===== config.mk =====
export PLATFORM = sky130hd
export DESIGN_NAME = exe_stage_mc
export DESIGN_NICKNAME = d
export VERILOG_FILES = /design/src/rtl/exe_stage_mc.sv
export SDC_FILE = /design/constraint.sdc
export NUM_CORES = 2
export LEC_CHECK = 0
export CORE_MARGIN = 3
export CORE_UTILIZATION = 50
export CTS_BUF_LIST = sky130_fd_sc_hd__clkbuf_8
export DETAILED_ROUTE_END_ITERATION = 10
export MAX_ROUTING_LAYER = met4
export PLACE_DENSITY = 0.7
export SYNTH_ARGS = -nofsm -noshare
export SYNTH_HDL_FRONTEND = slang
export SYNTH_SLANG_ARGS = --single-unit

===== constraint.sdc =====
create_clock -name clk -period 19.2 [get_ports clk]
set_clock_uncertainty 0.05 [all_clocks]
set_input_delay 3.84 -clock clk [delete_from_list [all_inputs] [get_ports clk]]
set_output_delay 3.84 -clock clk [all_outputs]
set_load 0.01 [all_outputs]

===== src/rtl/exe_stage_mc.sv =====
// Execute stage: single-cycle ALU/compare/branch ops, plus iterative mult/div into HI/LO.
// Latency 1 for single-cycle ops, W+1 for mult/div. in_ready drops while mult/div iterates.
module exe_stage_mc #(
  parameter int W = 32
) (
  input  logic         clk,
  input  logic         reset,
  input  logic         in_valid,
  output logic         in_ready,
  input  logic [31:0]  instr_in,
  input  logic [W-1:0] rs_val,
  input  logic [W-1:0] rt_val,
  input  logic [W-1:0] imm_ext,
  output logic         out_valid,
  output logic [31:0]  instr_out,
  output logic [W-1:0] alu_result,
  output logic [W-1:0] store_data,
  output logic         branch_taken,
  output logic [W-1:0] hi_out,
  output logic [W-1:0] lo_out
);
  localparam int CW = $clog2(W + 1);

  typedef enum logic [1:0] {IDLE, MUL, DIV} state_t;

  state_t        state_q;
  logic [CW-1:0] cnt_q;
  logic [W-1:0]  acc_q, lsb_q, opd_q, rs_raw_q;
  logic          neg_q, rneg_q, dz_q;

  logic [5:0]    opc, fn;
  logic          take, is_mc, is_sgn;
  logic [W-1:0]  rs_abs, rt_abs;
  logic [W-1:0]  alu_d;
  logic          br_d;
  logic [W:0]    mul_sum, rem_sh, rem_sub;
  logic          qbit;
  logic [W-1:0]  acc_d, lsb_d, hi_d, lo_d;
  logic [2*W-1:0] prod, prod_c;

  assign opc      = instr_in[31:26];
  assign fn       = instr_in[5:0];
  assign in_ready = (state_q == IDLE);
  assign take     = in_valid && in_ready && (instr_in != 32'd0);
  assign is_mc    = (opc == 6'd0) && (fn[5:2] == 4'b0110);
  assign is_sgn   = ~fn[0];
  assign rs_abs   = rs_val[W-1] ? -rs_val : rs_val;
  assign rt_abs   = rt_val[W-1] ? -rt_val : rt_val;

  always_comb begin
    alu_d = alu_result;
    br_d  = 1'b0;
    case (opc)
      6'd0: begin
        case (fn)
          6'h20: alu_d = rs_val + rt_val;
          6'h22: alu_d = rs_val - rt_val;
          6'h24: alu_d = rs_val & rt_val;
          6'h25: alu_d = rs_val | rt_val;
          6'h2A: alu_d = {{(W-1){1'b0}}, ($signed(rs_val) < $signed(rt_val))};
          6'h2B: alu_d = {{(W-1){1'b0}}, (rs_val < rt_val)};
          6'h10: alu_d = hi_out;
          6'h12: alu_d = lo_out;
          default: ;
        endcase
      end
      6'd8, 6'd35, 6'd43: alu_d = rs_val + imm_ext;
      6'd10: alu_d = {{(W-1){1'b0}}, ($signed(rs_val) < $signed(imm_ext))};
      6'd4:  br_d  = (rs_val == rt_val);
      6'd5:  br_d  = (rs_val != rt_val);
      default: ;
    endcase
  end

  // One iteration of shift-add multiply (acc:lsb = partial:multiplier) or restoring divide
  // (acc:lsb = remainder:dividend-shifting-into-quotient).
  always_comb begin
    mul_sum = {1'b0, acc_q} + (lsb_q[0] ? {1'b0, opd_q} : {(W+1){1'b0}});
    rem_sh  = {acc_q, lsb_q[W-1]};
    rem_sub = rem_sh - {1'b0, opd_q};
    qbit    = ~rem_sub[W];
    if (state_q == DIV) begin
      acc_d = qbit ? rem_sub[W-1:0] : rem_sh[W-1:0];
      lsb_d = {lsb_q[W-2:0], qbit};
    end else begin
      acc_d = mul_sum[W:1];
      lsb_d = {mul_sum[0], lsb_q[W-1:1]};
    end
    prod   = {acc_d, lsb_d};
    prod_c = neg_q ? -prod : prod;
    if (state_q == DIV) begin
      if (dz_q) begin
        hi_d = rs_raw_q;
        lo_d = {W{1'b1}};
      end else begin
        hi_d = rneg_q ? -acc_d : acc_d;
        lo_d = neg_q ? -lsb_d : lsb_d;
      end
    end else begin
      hi_d = prod_c[2*W-1:W];
      lo_d = prod_c[W-1:0];
    end
  end

  always_ff @(posedge clk or posedge reset) begin
    if (reset) begin
      state_q      <= IDLE;
      cnt_q        <= '0;
      acc_q        <= '0;
      lsb_q        <= '0;
      opd_q        <= '0;
      rs_raw_q     <= '0;
      neg_q        <= 1'b0;
      rneg_q       <= 1'b0;
      dz_q         <= 1'b0;
      out_valid    <= 1'b0;
      instr_out    <= '0;
      alu_result   <= '0;
      store_data   <= '0;
      branch_taken <= 1'b0;
      hi_out       <= '0;
      lo_out       <= '0;
    end else begin
      case (state_q)
        IDLE: begin
          if (take) begin
            instr_out  <= instr_in;
            store_data <= rt_val;
            if (is_mc) begin
              state_q      <= fn[1] ? DIV : MUL;
              cnt_q        <= '0;
              acc_q        <= '0;
              lsb_q        <= is_sgn ? rs_abs : rs_val;
              opd_q        <= is_sgn ? rt_abs : rt_val;
              neg_q        <= is_sgn && (rs_val[W-1] ^ rt_val[W-1]);
              rneg_q       <= is_sgn && rs_val[W-1];
              dz_q         <= (rt_val == '0);
              rs_raw_q     <= rs_val;
              out_valid    <= 1'b0;
              branch_taken <= 1'b0;
            end else begin
              out_valid    <= 1'b1;
              alu_result   <= alu_d;
              branch_taken <= br_d;
            end
          end else begin
            out_valid    <= 1'b0;
            instr_out    <= '0;
            branch_taken <= 1'b0;
          end
        end
        default: begin
          acc_q <= acc_d;
          lsb_q <= lsb_d;
          cnt_q <= cnt_q + 1'b1;
          if (cnt_q == CW'(W - 1)) begin
            state_q      <= IDLE;
            cnt_q        <= '0;
            hi_out       <= hi_d;
            lo_out       <= lo_d;
            out_valid    <= 1'b1;
            branch_taken <= 1'b0;
          end
        end
      endcase
    end
  end
endmodule


==> After elaboration in Yosys (flattened, before gate mapping) <==
Cells that the tools add are included.
{ "op_classes": {"add_sub_neg": 11, "multipliers": 0, "n_div": 0, "n_lt_le_gt_ge": 3, "eq_ne": 22, "shift": 0, "n_mux": 42, "n_bitwise": 7, "n_reduce_logical": 18} }
{ "op_table": {"columns": ["cell", "count"], "rows": [
  ["$mux W32", 21],
  ["$pmux W32 S8", 1],
  ["$neg A32 Y32", 4],
  ["$lt A32 B32 Y1", 3],
  ["$pmux W32 S3", 1],
  ["$add A32 B32 Y32", 2],
  ["$mux W64", 1],
  ["$neg A64 Y64", 1],
  ["$eq A6 B6 Y1 const B", 8],
  ["$add A32 B32 Y33", 1],
  ["$sub A33 B32 Y33", 1],
  ["$and A32 B32 Y32", 1],
  ["$eq A32 B32 Y1", 1],
  ["$logic_not A32 Y1", 1],
  ["$ne A32 B32 Y1", 1],
  ["$or A32 B32 Y32", 1],
  ["$reduce_bool A32 Y1", 1],
  ["$sub A32 B32 Y32", 1],
  ["$mux W6", 4],
  ["$eq A6 B5 Y1 const B", 3],
  ["$eq A6 B3 Y1 const B", 2],
  ["$eq A6 B4 Y1 const B", 2],
  ["$mux W2", 5],
  ["$ne A9 B1 Y1 const B", 1],
  ["17 further kinds", 35]
]} }
{ "totals": {"reg_bits": 301, "latchBits": 0, "ramBits": 0, "mem_bits_ro": 0, "input_bits": 131, "word_cells": 119, "n_memories": 0} }

==> Longest topological paths before layout <==
{ "depth": {"word_depth": 7, "depth_mapped": 28, "ltp_nobuf": 23} }

==> Worst setup path after synthesis <==
Ideal clock, no wire load.
{ "synth_path": {"path_kind": "in2reg", "start": "in rt_val[1]", "end": "reg alu_result[31]", "arrival_ps": 7022, "t_required_ps": 19012, "slack_ps": 11990, "cell_stages": 16, "n_path_buf": 0, "path_cell_list": "inv_1 > ha_1 > a21o_1 > a21oi_1 > o21ai_0 > a21o_1 > a21o_1 > a211oi_1 > o311ai_0 > a311oi_1 > o21ai_0 > a21oi_1 > xor2_1 > nor2_1 > a2111oi_0 > a21oi_1"} }
{ "synth_via": {"elab_chain_cells": 3, "word_cells_on_any_way": 4} }
{ "synth_rtl": {"columns": ["element", "line_no", "source"], "rows": [
  ["start, declared", "12", "input logic [W-1:0] rt_val,"],
  ["$sub A32 B32 Y32 or $add A32 B32 Y32 (tied branches)", "57, 56", null],
  ["$pmux W32 S8 *", "55", "case (fn)"],
  ["$pmux W32 S3 *", "53", "case (opc)"],
  ["end signal, assigned", "143", "alu_result <= alu_d;"],
  ["end, declared", "16", "output logic [W-1:0] alu_result,"]
]} }
Every way passes the cells marked *; elsewhere a longest branch is shown, timed or not.
A chain may end at the register's enable or synchronous reset.

==> Final worst setup path <==
{ "layout_path": {"start": "in rs_val[1]", "end": "reg alu_result[31]"} }
{ "layout_via": {"elab_chain_cells": 3, "word_cells_on_any_way": 5} }
{ "layout_rtl": {"columns": ["element", "line_no", "source"], "rows": [
  ["start, declared", "11", "input logic [W-1:0] rs_val,"],
  ["$sub A32 B32 Y32 or $add A32 B32 Y32 (tied branches)", "57, 56", null],
  ["$pmux W32 S8", "55", null],
  ["$pmux W32 S3 *", "53", null]
]} }
Marks and branches as above.

==> summary.txt <==
STA
  – Tmin final: 8.20 ns
  – Setup total negative slack: 0 ns
  – # setup viols final: 0
  – Final slew viol count: 0
  – Fmax: 0.122 GHz
  – Final hold violation count: 0
  – Unrepaired setup endpoints after global routing: no
  – Slew @ Worst Pin: 1.21 ns
  – Rel. slew slack: 19.1%
  – Tcrit/Tclk final: 42.7%
  – Hold WS: 0.431 ns

Worst setup path
  – Arrival @ worst endpoint: 8.71 ns
  – CP cell instances: clkdlybuf4s50_1 > inv_1 > ha_1 > a21o_1 > a21oi_1 > o21ai_0 > a21o_1 > a21o_1 > a211oi_1 > o311ai_0 > a311oi_1 > o21ai_0 > a21oi_1 > xor2_1 > nor2_1 > a2111oi_0 > a21oi_1
  – Worst r2r dst: hi_out[20]
  – CP delay by family, top: compound AO/OA/AOI/OAI gates
  – Worst-path cell with the longest stage delay: a311oi_1
  – WS Path Type: in -> reg
  – Crit start category: primary input
  – CP max stage delay: 0.74 ns
  – Worst-path fanout max: 8
  – R2R Setup Slk: 12.03 ns
  – WP data required: 19.71 ns
  – Reg2Reg Depth: 24
  – CP bufs+invs: 2
  – Worst R2R Start: lsb_q[31]
  – Crit path capture type: flip-flop

Die
  – Die height: 243 um
  – Die area: 59000 sq um
  – Rows: 86
  – Floorplan core area: 55300 sq um
  – Die span in x: 243 um
  – I/O pin count: 294
  – Initial Util: 50.7%

Min path
  – Hold path depth: 2
  – Worst hold start: rs_raw_q[23]
  – Hold EP: rs_raw_q[23]
  – Min-Delay Path Class: reg -> reg

CTS
  – CTS tree: built
  – Clock buffer count from CTS: 56
  – Clk buf depth: 3
  – Post-cts gate resize count: 0
  – Clock-pin slew on the worst setup and hold paths: 0.07 ns
  – Clk root buf: clkbuf_8
  – Clk_lat worst skew: 0.69 ns
  – Hold buffers post-CTS: 0
  – Total setup buffers inserted after CTS: 0
  – # clock sinks: 301
  – H-tree depth: 2

Power and ir drop
  – Pwr dens: 60.6 nW/um^2
  – Net Sw Power: 693 uW
  – Gate power share: 28.9%
  – VDD IR-drop max: 0.0536 mV
  – Sequential fraction of design power: 35.4%
  – Leak Pwr: 0.0141 uW
  – Int Pwr: 1290 uW
  – Switch share: 35.0%
  – Clock power share: 35.7%
  – Pwr Total: 1980 uW

Placement
  – # port buffers: 293
  – Final HPWL DP: 84600 um
  – GPL Wtd Cong: 1.01

Logic synthesis
  – Post-synthesis sequential area ratio: 26.9%
  – Post-Syn Instances: 3607
  – Post-synth EDFFs: 0
  – Post-synthesis async set-or-reset flop share: 100%
  – Synthesized area: 28000 sq um
  – Post-Syn Area per Cell: 7.77 sq um
  – Syn. warnings: 0
  – Ys flop type: dfrtp_1
  – Unique masters post-synth: 100
  – Number of synthesized register bits: 301
  – Synth Net Count: 3971

Global routing
  – First-pass GRT wire length: 166000 um
  – GRT met2 Usage: 54.8%
  – GRT met3 Usage: 7.32%
  – Largest net degree at the start of global routing: 105
  – Number of global-route vias before repair: 27014
  – Layer with the highest usage: met2
  – GR Util met1: 51.2%
  – Total GRT Usage: 37.2%
  – Initial antenna violation count: 4
  – GR Overflow Total: 0

Route
  – Routed wire length: 110000 um
  – Routed wire per std cell: 24.0 um
  – DRT iter0 DRCs: 2962
  – Via density: 6.27
  – DRT antenna net count: 0
  – Vias: 28807
  – Post-route DRC violation count: 0
  – DR pass1 iterations: 7

Finish
  – Layout area overhead: 16.7%
  – Commonest non-fill, non-tap cell in the layout: nand2_1
  – Number of nets in the layout: 4160
  – Most frequent cells in the layout: nand2_1, o21ai_0, dfrtp_1
  – Share of cells above drive strength 1: 5.76%

Outcome
  – Status: finished, final reports clean

Job
  – Max Cap Viol: 0
==> power by group through the flow <==
stage	combinational (uW)	clock, uW	sequential (uW)
after CTS	561	717	701
after floorplan	332	0	713
after global routing	621	742	705
after detailed placement	557	0	711
final	572	708	702
after global placement	557	0	712
==> metal layers <==
layer	vias up	part of all wire [%]
met5	-	0
met3	226	11
met2	1488	43
met1	13734	43
met4	0	3.8
li1	13359	-
==> stage by stage <==
step / std cells / instance area, sq um / util (%) / setup WS [ns]
finish: 4591 / 32700 / 59.2 / 11.00
global route: 4591 / 32700 / 59.2 / 10.74
CTS: 4587 / 32700 / 59.1 / 11.10
detailed placement: 4486 / 31500 / 56.9 / 10.39
global placement: 4486 / 31500 / 56.9 / 10.40
floorplan: 3607 / 28000 / - / 6.99
==> sequential cells by signal, summed over array words and instances (netlist names), 2 cells and up <==
name and flops:
state_q 2, acc_q 32, alu_result 32, lo_out 32
store_data 32, instr_out 32, cnt_q 6, lsb_q 32
opd_q 32, hi_out 32, rs_raw_q 32
==> cell usage after synthesis (all sizes together) (28+ instances only) <==
cell type | number | share of area (%)
inv | 217 | 2.9
dfrtp | 301 | 27
a31oi | 36 | 0.80
nor2 | 283 | 3.8
nor4 | 33 | 0.76
o221ai | 37 | 1.2
a211oi | 36 | 1.1
mux2i | 67 | 2.4
and2 | 43 | 0.97
nor3 | 68 | 1.2
a22o | 32 | 1.0
or3 | 36 | 0.82
clkbuf | 169 | 2.3
a22oi | 28 | 0.75
o31ai | 38 | 1.0
a21o | 37 | 0.99
nand3 | 93 | 1.7
xor2 | 52 | 1.6
ha | 228 | 10
xnor2 | 178 | 5.7
nand2 | 409 | 5.5
a21oi | 290 | 5.3
o21ai | 371 | 6.7
nand2b | 38 | 0.85
o211ai | 34 | 0.96
buf | 43 | 0.82
o21bai | 36 | 0.96
==> area by class of cell <==
cell class,instances,area [sq um]
Antenna cell,4,10.0
Clock buffer,67,922
Clock inverter,34,308
Fill cell,5231,22600
Inverter,219,830
Multi-Input combinational cell,2875,18900
Sequential cell,301,7530
Tap cell,748,936
Timing Repair Buffer,343,3300
==> cell families after synthesis <==
family / after synthesis / synth area share, %
buf+inv: 431 / 6.01
flops: 301 / 26.9
compound gates: 1190 / 27.4
xor+xnor: 230 / 7.28
mux: 78 / 2.89
simple gates: 1144 / 19.0
fa+ha+maj: 233 / 10.5
==> worst min-delay path, cell delays in order (launching register included) <==
cell and delay [ns]:
dfrtp_1 0.34, nand2_1 0.05, o21ai_0 0.06
==> how the worst max path moves through the flow <==
stage / cells after the start / to / slack, ns / from
final: 17 / alu_result[31] / 11.00 / rs_val[1]
after floorplan: 1 / acc_q[0] / 6.99 / reset
after CTS: 17 / alu_result[31] / 11.10 / rs_val[1]
after global placement: 17 / alu_result[31] / 10.40 / rs_val[1]
after detailed placement: 17 / alu_result[31] / 10.39 / rs_val[1]
after global routing: 17 / alu_result[31] / 10.74 / rs_val[1]
Note: power is estimated with default switching activity, not from simulation.
